<file path="config.mk">
export PLATFORM = sky130hd
export DESIGN_NAME = vga_timing_gen
export DESIGN_NICKNAME = d
export VERILOG_FILES = /design/src/rtl/vga_timing_gen.sv
export SDC_FILE = /design/constraint.sdc
export NUM_CORES = 1
export LEC_CHECK = 0
export CORE_ASPECT_RATIO = 2
export CORE_UTILIZATION = 56
export CTS_CLUSTER_DIAMETER = 80
export DETAILED_ROUTE_END_ITERATION = 7
export PLACE_DENSITY = 0.88
export SYNTH_ARGS = -nofsm -noshare
export SYNTH_HDL_FRONTEND = slang
export SYNTH_SLANG_ARGS = --single-unit
</file>
<file path="constraint.sdc">
create_clock -name vga_clk -period 7.6 [get_ports vga_clk]
set_clock_uncertainty 0.05 [all_clocks]
set_input_delay 1.52 -clock vga_clk [delete_from_list [all_inputs] [get_ports vga_clk]]
set_output_delay 1.52 -clock vga_clk [all_outputs]
set_load 0.005 [all_outputs]
</file>
<file path="src/rtl/vga_timing_gen.sv">
// vga_timing_gen: 640x480 raster counters, blanking, strobes,
// delayed active-low hs/vs and a 16-bit completed-frame counter.
// Ports: vga_clk, Reset (sync, high) -> DrawX, DrawY, blank,
//        hs, vs, line_start, frame_start, frame_count.
module vga_timing_gen #(
    parameter int H_VISIBLE  = 640,
    parameter int H_FRONT    = 16,
    parameter int H_SYNC     = 96,
    parameter int H_BACK     = 48,
    parameter int V_VISIBLE  = 480,
    parameter int V_FRONT    = 10,
    parameter int V_SYNC     = 2,
    parameter int V_BACK     = 33,
    parameter int SYNC_DELAY = 1
) (
    input  logic        vga_clk,
    input  logic        Reset,
    output logic [9:0]  DrawX,
    output logic [9:0]  DrawY,
    output logic        blank,
    output logic        hs,
    output logic        vs,
    output logic        line_start,
    output logic        frame_start,
    output logic [15:0] frame_count
);

    localparam int H_TOTAL = H_VISIBLE + H_FRONT + H_SYNC + H_BACK;
    localparam int V_TOTAL = V_VISIBLE + V_FRONT + V_SYNC + V_BACK;

    if (H_TOTAL > 1024 || V_TOTAL > 1024 || H_TOTAL < 1 || V_TOTAL < 1) begin : g_bad_total
        $error("vga_timing_gen: H_TOTAL/V_TOTAL must be 1..1024");
    end
    if (SYNC_DELAY < 0 || SYNC_DELAY > 4) begin : g_bad_delay
        $error("vga_timing_gen: SYNC_DELAY must be 0..4");
    end

    localparam logic [9:0]  H_LAST   = 10'(H_TOTAL - 1);
    localparam logic [9:0]  V_LAST   = 10'(V_TOTAL - 1);
    // Thresholds kept 11 bits wide so a value of 1024 does not alias to 0.
    localparam logic [10:0] H_VIS    = 11'(H_VISIBLE);
    localparam logic [10:0] V_VIS    = 11'(V_VISIBLE);
    localparam logic [10:0] HS_START = 11'(H_VISIBLE + H_FRONT);
    localparam logic [10:0] HS_STOP  = 11'(H_VISIBLE + H_FRONT + H_SYNC);
    localparam logic [10:0] VS_START = 11'(V_VISIBLE + V_FRONT);
    localparam logic [10:0] VS_STOP  = 11'(V_VISIBLE + V_FRONT + V_SYNC);

    logic       h_wrap;
    logic       v_wrap;
    logic [9:0] hc_n;
    logic [9:0] vc_n;
    logic       hs_raw;
    logic       vs_raw;

    always_comb begin
        h_wrap = (DrawX == H_LAST);
        v_wrap = h_wrap && (DrawY == V_LAST);
        hc_n   = h_wrap ? 10'd0 : DrawX + 10'd1;
        if (v_wrap)
            vc_n = 10'd0;
        else if (h_wrap)
            vc_n = DrawY + 10'd1;
        else
            vc_n = DrawY;
        hs_raw = !(({1'b0, DrawX} >= HS_START) && ({1'b0, DrawX} < HS_STOP));
        vs_raw = !(({1'b0, DrawY} >= VS_START) && ({1'b0, DrawY} < VS_STOP));
    end

    // Strobes and blank decode the next-state counters so they land
    // in the same cycle as the DrawX/DrawY value they describe.
    always_ff @(posedge vga_clk) begin
        if (Reset) begin
            DrawX       <= 10'd0;
            DrawY       <= 10'd0;
            blank       <= 1'b1;
            line_start  <= 1'b1;
            frame_start <= 1'b1;
            frame_count <= 16'd0;
        end else begin
            DrawX       <= hc_n;
            DrawY       <= vc_n;
            blank       <= ({1'b0, hc_n} < H_VIS) && ({1'b0, vc_n} < V_VIS);
            line_start  <= (hc_n == 10'd0);
            frame_start <= (hc_n == 10'd0) && (vc_n == 10'd0);
            if (v_wrap)
                frame_count <= frame_count + 16'd1;
        end
    end

    // Sync delay matches the renderers' registered RGB; reset flushes
    // every stage to the idle level so no stale pulse survives.
    if (SYNC_DELAY == 0) begin : g_nodelay
        assign hs = hs_raw;
        assign vs = vs_raw;
    end else begin : g_delay
        logic [SYNC_DELAY-1:0] hs_pipe;
        logic [SYNC_DELAY-1:0] vs_pipe;

        always_ff @(posedge vga_clk) begin
            if (Reset) begin
                hs_pipe <= '1;
                vs_pipe <= '1;
            end else begin
                hs_pipe[0] <= hs_raw;
                vs_pipe[0] <= vs_raw;
                for (int i = 1; i < SYNC_DELAY; i++) begin
                    hs_pipe[i] <= hs_pipe[i-1];
                    vs_pipe[i] <= vs_pipe[i-1];
                end
            end
        end

        assign hs = hs_pipe[SYNC_DELAY-1];
        assign vs = vs_pipe[SYNC_DELAY-1];
    end

endmodule

</file>
Yosys cells after proc, flatten, opt, wreduce, memory -nomap -nowiden

Index checks and enable logic that the tools add are counted.

Bits of input ports: 2
Bits in registers: 41
Logic and storage cells: 31

Order comparisons: 6
Reduce and logical (&&, ||, !) cells: 9
Equal/unequal tests: 2
$add $sub $neg: 3
Multiplexer cells: 3

Operators with widths:

| kind                                                                           | count |
|---|---|
| 10-bit 2-to-1 mux                                                              | 3 |
| 10-bit by 1-bit adder with 10-bit output (second input constant)               | 2 |
| 10-bit equality test (second input constant)                                   | 2 |
| 10-bit zero test                                                               | 2 |
| 10-bit less-than comparator (second input constant)                            | 2 |
| 10-bit by 9-bit less-than comparator with 1-bit output (second input constant) | 2 |
| 16-bit by 1-bit adder with 16-bit output (second input constant)               | 1 |
| 10-bit >= comparator (second input constant)                                   | 1 |
| 10-bit by 9-bit >= comparator with 1-bit output (second input constant)        | 1 |
| 1-bit logical AND                                                              | 5 |
| 1-bit zero test                                                                | 2 |

Depth between registers and ports, before layout

Gate-level depths: netlist of run 1.

Word-level depth: 5
Gate-level depth with buffers: 9
Mapped depth without buffers: 7

Least setup slack after synthesis of run 1

Ideal clock, no wire load.

Kind: register to register
Start: register DrawY[0]
End: register frame_count[14]
Buffers on the path: 2
Setup slack: 4.838 ns
Clock period less this slack: 2.762 ns
Arrival: 2.642 ns
Required time: 7.479 ns
Stages on the path, launching flop included: 10
Path through: dfxtp_1 clkbuf_1 inv_1 ha_1 or4bb_1 or3_1 or4_4 buf_6 or4_1 a21oi_1

Longest elaborated chain between the ends: 2

Ends and longest elaborated chain:

| item                     | RTL line | text |
|---|---|---|
| start: declaration       | 19       | `output logic [9:0] DrawY,` |
| start signal: assignment | 81       | `DrawY <= vc_n;` |
| 10-bit equality test     | 57       | `v_wrap = h_wrap && (DrawY == V_LAST);` |
| 1-bit logical AND        | 57       |  |
| end signal: assignment   | 86       | `frame_count <= frame_count + 16'd1;` |
| end: declaration         | 25       | `output logic [15:0] frame_count` |

Every way passes these cells.
A chain may end at the register's enable or synchronous reset.

Final worst setup path of run 1

Start: register DrawY[2]
End: output DrawY[2]

No word-level cell between the ends.

==> metrics.cfg, run 1 <==
[sta]
max_freq_mhz = 320
drv_slew = 0
fin_crit_ps = 3130
rsz0062_at_grt = false
relSlewSlack = 0.391
setup_tns_ps = 0
setup_violations = 0
whs_ps = 443
fin_crit_sh = 0.412
worstMarginPinSlew_ps = 906
hold_viol_final = 0

[power_and_ir_drop]
powerDensity_mw_per_mm2 = 142
internal_power_mw = 0.329
clockPowerShare = 0.440
ir_worst_vdd_v = 0.000155
switching_share = 0.200
power_frac_seq = 0.532
combinationalPowerShare = 0.027
leakagePower_nw = 0.949
p_switching_mw = 0.0821

[global_route]
grt_pass1_wl_um = 9230
grt_start_max_net_pins = 39
track_usage = 0.280
grt-ovfl-total = 0
antenna_found_initial = 0
first_global_vias = 2027

[setup_path]
crit_required_ps = 6030
path_cells = clkdlybuf4s50_1
cp-start-kind = flop
cpLargestDelayFamily = flip-flops
slowest_delay_ps = 660
worstPathArrival_ps = 1560
cp_max_fo = 16
critPathKind = reg2out
cp_slowest_cell = dfxtp_1
crit_buf_inv = 1
cp-end-kind = output port

[floorplan]
num_rows = 33
chipWidth_um = 47.9
die_area_mm2 = 0.00450
start_util = 0.578
ios = 43
core_area_mm2 = 0.00409
die_y_um = 93.9

[synthesis]
ys_seq_area_frac = 0.347
synth_cells = 298
synth_edf_count = 0
synth_seq_cells = 41
syn-cell-area_mm2 = 0.00236
synth_flop_cell = dfxtp_1
synth_cell_types = 52
syn_area_per_cell_um2 = 7.93
synthArstFlopShare = 0
synth_warnings = 0
syn-num-nets = 306

[detailed_routing]
drtPass1Iterations = 4
vias_per_cell = 6.31
drt_first_iter_violations = 61
drt_wl_total_um = 5900
final_antenna_net_count = 0
num_vias = 2384
wl_per_cell_um = 15.6
drc = 0

[clocking]
cts_tree = done
clock_sinks = 41
clockBufferDepth = 2
clk_pin_slew_ps = 80
clockRootBuffer = clkbuf_8
cts_resized = 0
cts_htree_levels = 2
clkLatencyLatePin_ps = 290
post_cts_buffers = 0
cts-hold-fix-buffers = 0
cts_buffers = 5

[placed_design]
gp_congestion = 0.952
io_buffers = 42
place_hpwl_um = 4160
dp_cells = 370

[job]
drv_cap = 0

[cells_and_area]
drive_gt1_frac = 0.0521
final_nets = 333
area_growth_pct = 22.4
diodes = 0
fin_cells = 378

[run_status]
status = finished clean

[worst_hold_path]
hold_class = reg2reg

-- worst paths after layout --
kind,slack (ps),startpoint,end,cells after the start
max,4470,DrawY[2],DrawY[2],1
min,440,frame_count[15],frame_count[15],2
max reg2reg,4700,DrawX[9],frame_count[12],5
min reg2reg,440,frame_count[15],frame_count[15],2
-- flip-flops by register name, summed over array words and instances, names as in the netlist --
signal,flops
frame_count,16
DrawX,10
DrawY,10
blank,1
frame_start,1
hs,1
line_start,1
vs,1
-- area by class of cell --
class                           instances  area, um2
Inverter                               10       37.5
Clock buffer                            7       86.3
Sequential cell                        41        821
Tap cell                               52       65.1
Fill cell                             292       1190
Timing Repair Buffer                   45        443
Multi-Input combinational cell        222       1410
Clock inverter                          1       30.0
-- through the flow --
stage | area [um2] | util | setup slack (ps) | power [mW]
final | 2890 | 0.708 | 4470 | 0.411
after global routing | 2890 | 0.708 | 4440 | 0.425
after CTS | 2890 | 0.708 | 4510 | 0.414
after detailed placement | 2780 | 0.680 | 4740 | 0.235
after global placement | 2780 | 0.680 | 4790 | 0.235
after floorplan | 2360 | - | 4840 | 0.229
-- cells by family (layout without fill, tap and decap cells) --
family	count (synthesis)	count (layout)	synth area share
AND/OR/NAND/NOR	133	133	0.316
AO/OA/AOI/OAI	62	62	0.165
flip-flops	41	41	0.347
buffers and inverters	35	63	0.0604
XOR/XNOR	18	18	0.0667
adder cells (fa/ha/maj)	6	6	0.0318
multiplexers	3	3	0.0132
-- Yosys cell counts (5+ instances only) --
cell	instances	area, um2
nor4_1	5	31.3
o21ai_0	14	70.1
nand3_1	15	75.1
nand4_1	13	81.3
dfxtp_1	41	821
a21oi_1	21	105
xor2_1	11	96.3
or4_1	6	45.0
nand2_1	22	82.6
and3_1	7	43.8
or3_1	5	31.3
ha_1	6	75.1
xnor2_1	7	61.3
nor3_1	11	55.1
nor2_1	23	86.3
clkbuf_1	21	78.8
o31ai_1	9	67.6
inv_1	10	37.5
-- metal layers --
layer  up-vias  GRT usage  part of all wire
met5         -          0                 0
met4         0      0.137             0.032
met3        20     0.0481             0.042
met2        83      0.459              0.54
met1      1145      0.330              0.39
li1       1136          -                 -
-- power by group through the flow --
stage	Sequential, mW	Combinational (mW)	Clock (mW)
after floorplan	0.224	0.00564	0
after global placement	0.224	0.0111	0
after detailed placement	0.224	0.0113	0
after CTS	0.219	0.0112	0.184
after global routing	0.219	0.0128	0.193
final	0.219	0.0113	0.181
-- layout by cell type (no fill, tap or decap), types with 2 or more instances in the layout --
| cell | instances |
|---|---|
| ha_1 | 6 |
| buf_4 | 3 |
| nand4b_1 | 4 |
| dfxtp_1 | 41 |
| o211ai_1 | 2 |
| xor2_1 | 11 |
| or3_1 | 5 |
| and3b_1 | 2 |
| o31ai_1 | 9 |
| and4_1 | 3 |
| a21oi_1 | 21 |
| nor3_1 | 10 |
| o2111ai_1 | 2 |
| xnor2_1 | 7 |
| a22oi_1 | 2 |
| nor2_1 | 23 |
| and2_1 | 4 |
| nand2b_1 | 2 |
| o21ai_0 | 14 |
| nor4_1 | 4 |
| clkdlybuf4s50_1 | 42 |
| nor2b_1 | 2 |
| inv_1 | 10 |
| or4_1 | 6 |
| and3_1 | 7 |
| clkbuf_8 | 6 |
| nand2_1 | 22 |
| nand3_1 | 15 |
| nand4_1 | 13 |
| mux2i_1 | 2 |
| o21bai_1 | 2 |
(Power assumes the default switching activity.)
==> inputs of run 2 (changes only) <==
--- a/config.mk
+++ b/config.mk
@@ -6,10 +6,10 @@
 export NUM_CORES = 1
 export LEC_CHECK = 0
 export CORE_ASPECT_RATIO = 2
-export CORE_UTILIZATION = 56
+export CORE_UTILIZATION = 52
 export CTS_CLUSTER_DIAMETER = 80
 export DETAILED_ROUTE_END_ITERATION = 7
-export PLACE_DENSITY = 0.88
+export PLACE_DENSITY = 0.82
 export SYNTH_ARGS = -nofsm -noshare
 export SYNTH_HDL_FRONTEND = slang
 export SYNTH_SLANG_ARGS = --single-unit
==> constraint.sdc (replaced) <==
create_clock -name vga_clk -period 3.1 [get_ports vga_clk]
set_clock_uncertainty 0.05 [all_clocks]
set_input_delay 0.62 -clock vga_clk [delete_from_list [all_inputs] [get_ports vga_clk]]
set_output_delay 0.62 -clock vga_clk [all_outputs]
set_load 0.005 [all_outputs]
==> metrics.cfg, run 2 (synthesis results as in run 1) <==
[run_status]
status = finished clean

[worst_hold_path]
hold_class = reg2reg

[clocking]
clock_sinks = 41  ; unchanged
clk_pin_slew_ps = 80  ; about the same
clkLatencyLatePin_ps = 300  ; about the same
clockBufferDepth = 2  ; unchanged
cts_tree = done
clockRootBuffer = clkbuf_8
cts_buffers = 5  ; unchanged
post_cts_buffers = 0  ; unchanged
cts_resized = 0  ; unchanged
cts_htree_levels = 2  ; unchanged
cts-hold-fix-buffers = 0  ; unchanged

[floorplan]
ios = 43  ; unchanged
die_area_mm2 = 0.00483  ; +7.4%
chipWidth_um = 49.7  ; +3.6%
core_area_mm2 = 0.00434  ; +6.2%
num_rows = 34  ; +3.0%
start_util = 0.545  ; -0.0335
die_y_um = 97.3  ; +3.7%

[global_route]
grt_pass1_wl_um = 10400  ; +13%
grt-ovfl-total = 0  ; unchanged
grt_start_max_net_pins = 16  ; -59%
met3_usage = 0.0266  ; -0.0215
first_global_vias = 2302  ; +14%
grt_util_met1 = 0.292  ; -0.0385
top_usage_layer = met2
antenna_found_initial = 0  ; unchanged
track_usage = 0.279  ; -0.000878
grt.met2_usage = 0.495  ; +0.0353

[sta]
relSlewSlack = 0.543  ; +0.153
max_freq_mhz = 348
setup_violations = 0  ; unchanged
rsz0062_at_grt = false
fin_crit_sh = 0.927
drv_slew = 0  ; unchanged
fin_crit_ps = 2870
worstMarginPinSlew_ps = 679  ; -227 ps
hold_viol_final = 0  ; unchanged
setup_tns_ps = 0  ; unchanged

[cells_and_area]
top_register = frame_count
largest_register_ffs = 16  ; unchanged
final_cell_mix = clkdlybuf4s50_1 (42), dfxtp_1 (41), nor2_1 (23)
largestRegisters = frame_count (16), DrawX (10), DrawY (10)
fillers = 368  ; +26%
area_growth_pct = 26.2
layout_commonest_cell = clkdlybuf4s50_1
drive_gt1_frac = 0.0965  ; +0.0443
final_nets = 349  ; +4.8%
diodes = 0  ; unchanged

[detailed_routing]
vias_per_cell = 6.22  ; -1.4%
drc = 0  ; unchanged
drt_first_iter_violations = 83  ; +36%
wl_per_cell_um = 16.1  ; +2.9%
num_vias = 2463  ; +3.3%
drt_wl_total_um = 6360  ; +7.8%
drtPass1Iterations = 5  ; +1
final_antenna_net_count = 0  ; unchanged

[power_and_ir_drop]
powerDensity_mw_per_mm2 = 305  ; +110%
power_mw = 0.909  ; +120%
leakagePower_nw = 1.02  ; +7.7%
ir_worst_vdd_v = 0.000349  ; +130%

[job]
drv_cap = 0  ; unchanged

[setup_path]
cp-start-kind = flop
critPathKind = reg2reg
worstPathArrival_ps = 3040  ; +1480 ps
cp_max_fo = 12  ; -4
cp-end-kind = flop
crit_required_ps = 3260  ; -2770 ps

[placed_design]
io_buffers = 42  ; unchanged
gp_congestion = 0.926  ; -2.7%
place_hpwl_um = 4740  ; +14%

[run 2: cell types whose count changed in the layout (fill, tap and decap cells not counted)]
cell	previous run	this run
clkbuf_8	6	5
buf_4	3	19
bufinv_16	1	0
clkinv_2	0	2
[run 2: path summary, 6_finish.rpt]
kind	from	to	slack (ps)	depth (start not counted)
setup reg to reg	DrawY[0]	frame_count[12]	230	7
hold / removal	frame_count[8]	frame_count[8]	460	2
hold reg to reg	frame_count[8]	frame_count[8]	460	2
setup / recovery	DrawY[0]	frame_count[12]	230	7
[run 2: report_power, final]
group / internal (mW) / switching [mW]
sequential: 0.531 / 0.00549
combinational: 0.0146 / 0.0143
clock: 0.156 / 0.188
total: 0.702 / 0.207
[run 2: final cells by class]
type                    count  area, um2  area share
multi-input cells         222       1410       0.473
flip-flops and latches     41        821       0.275
repair buffers             61        563       0.189
clock buffers               6       72.6      0.0243
well taps                  54       67.6      0.0227
inverters                  10       37.5      0.0126
clock inverters             2       10.0     0.00336
[run 2: critical path: stages, from the launching register on]
cell and delay, ps:
dfxtp_1 420, inv_1 150, ha_1 190, or4bb_1 390, or3_1 380, or4_4 580
or4_1 480, a21oi_1 140
[run 2: per-stage QoR]
step	setup WS, ps	cells	cell area [um2]	utilization	hold WS (ps)
global route	98.6	396	2980	0.687	491
global placement	314	388	2900	0.668	422
detailed placement	270	388	2900	0.668	438
finish	226	396	2980	0.687	456
CTS	228	396	2980	0.687	455
floorplan	338	298	2360	-	423
[run 2: routing by layer]
layer | part of all wire | vias up | routed length (um)
met2 | 0.54 | 100 | 3430
met4 | 0.053 | 0 | 336
met1 | 0.36 | 1166 | 2270
li1 | - | 1170 | -
met5 | 0 | - | 0
met3 | 0.051 | 27 | 324
==> inputs of run 3 (changes only) <==
--- a/config.mk
+++ b/config.mk
@@ -7,7 +7,7 @@
 export LEC_CHECK = 0
 export CORE_ASPECT_RATIO = 2
 export CORE_UTILIZATION = 52
-export CTS_CLUSTER_DIAMETER = 80
+export CTS_CLUSTER_DIAMETER = 60
 export DETAILED_ROUTE_END_ITERATION = 7
 export PLACE_DENSITY = 0.82
 export SYNTH_ARGS = -nofsm -noshare
==> results of run 3 <==
Final layout, timing and power as in run 2 (identical DEF).
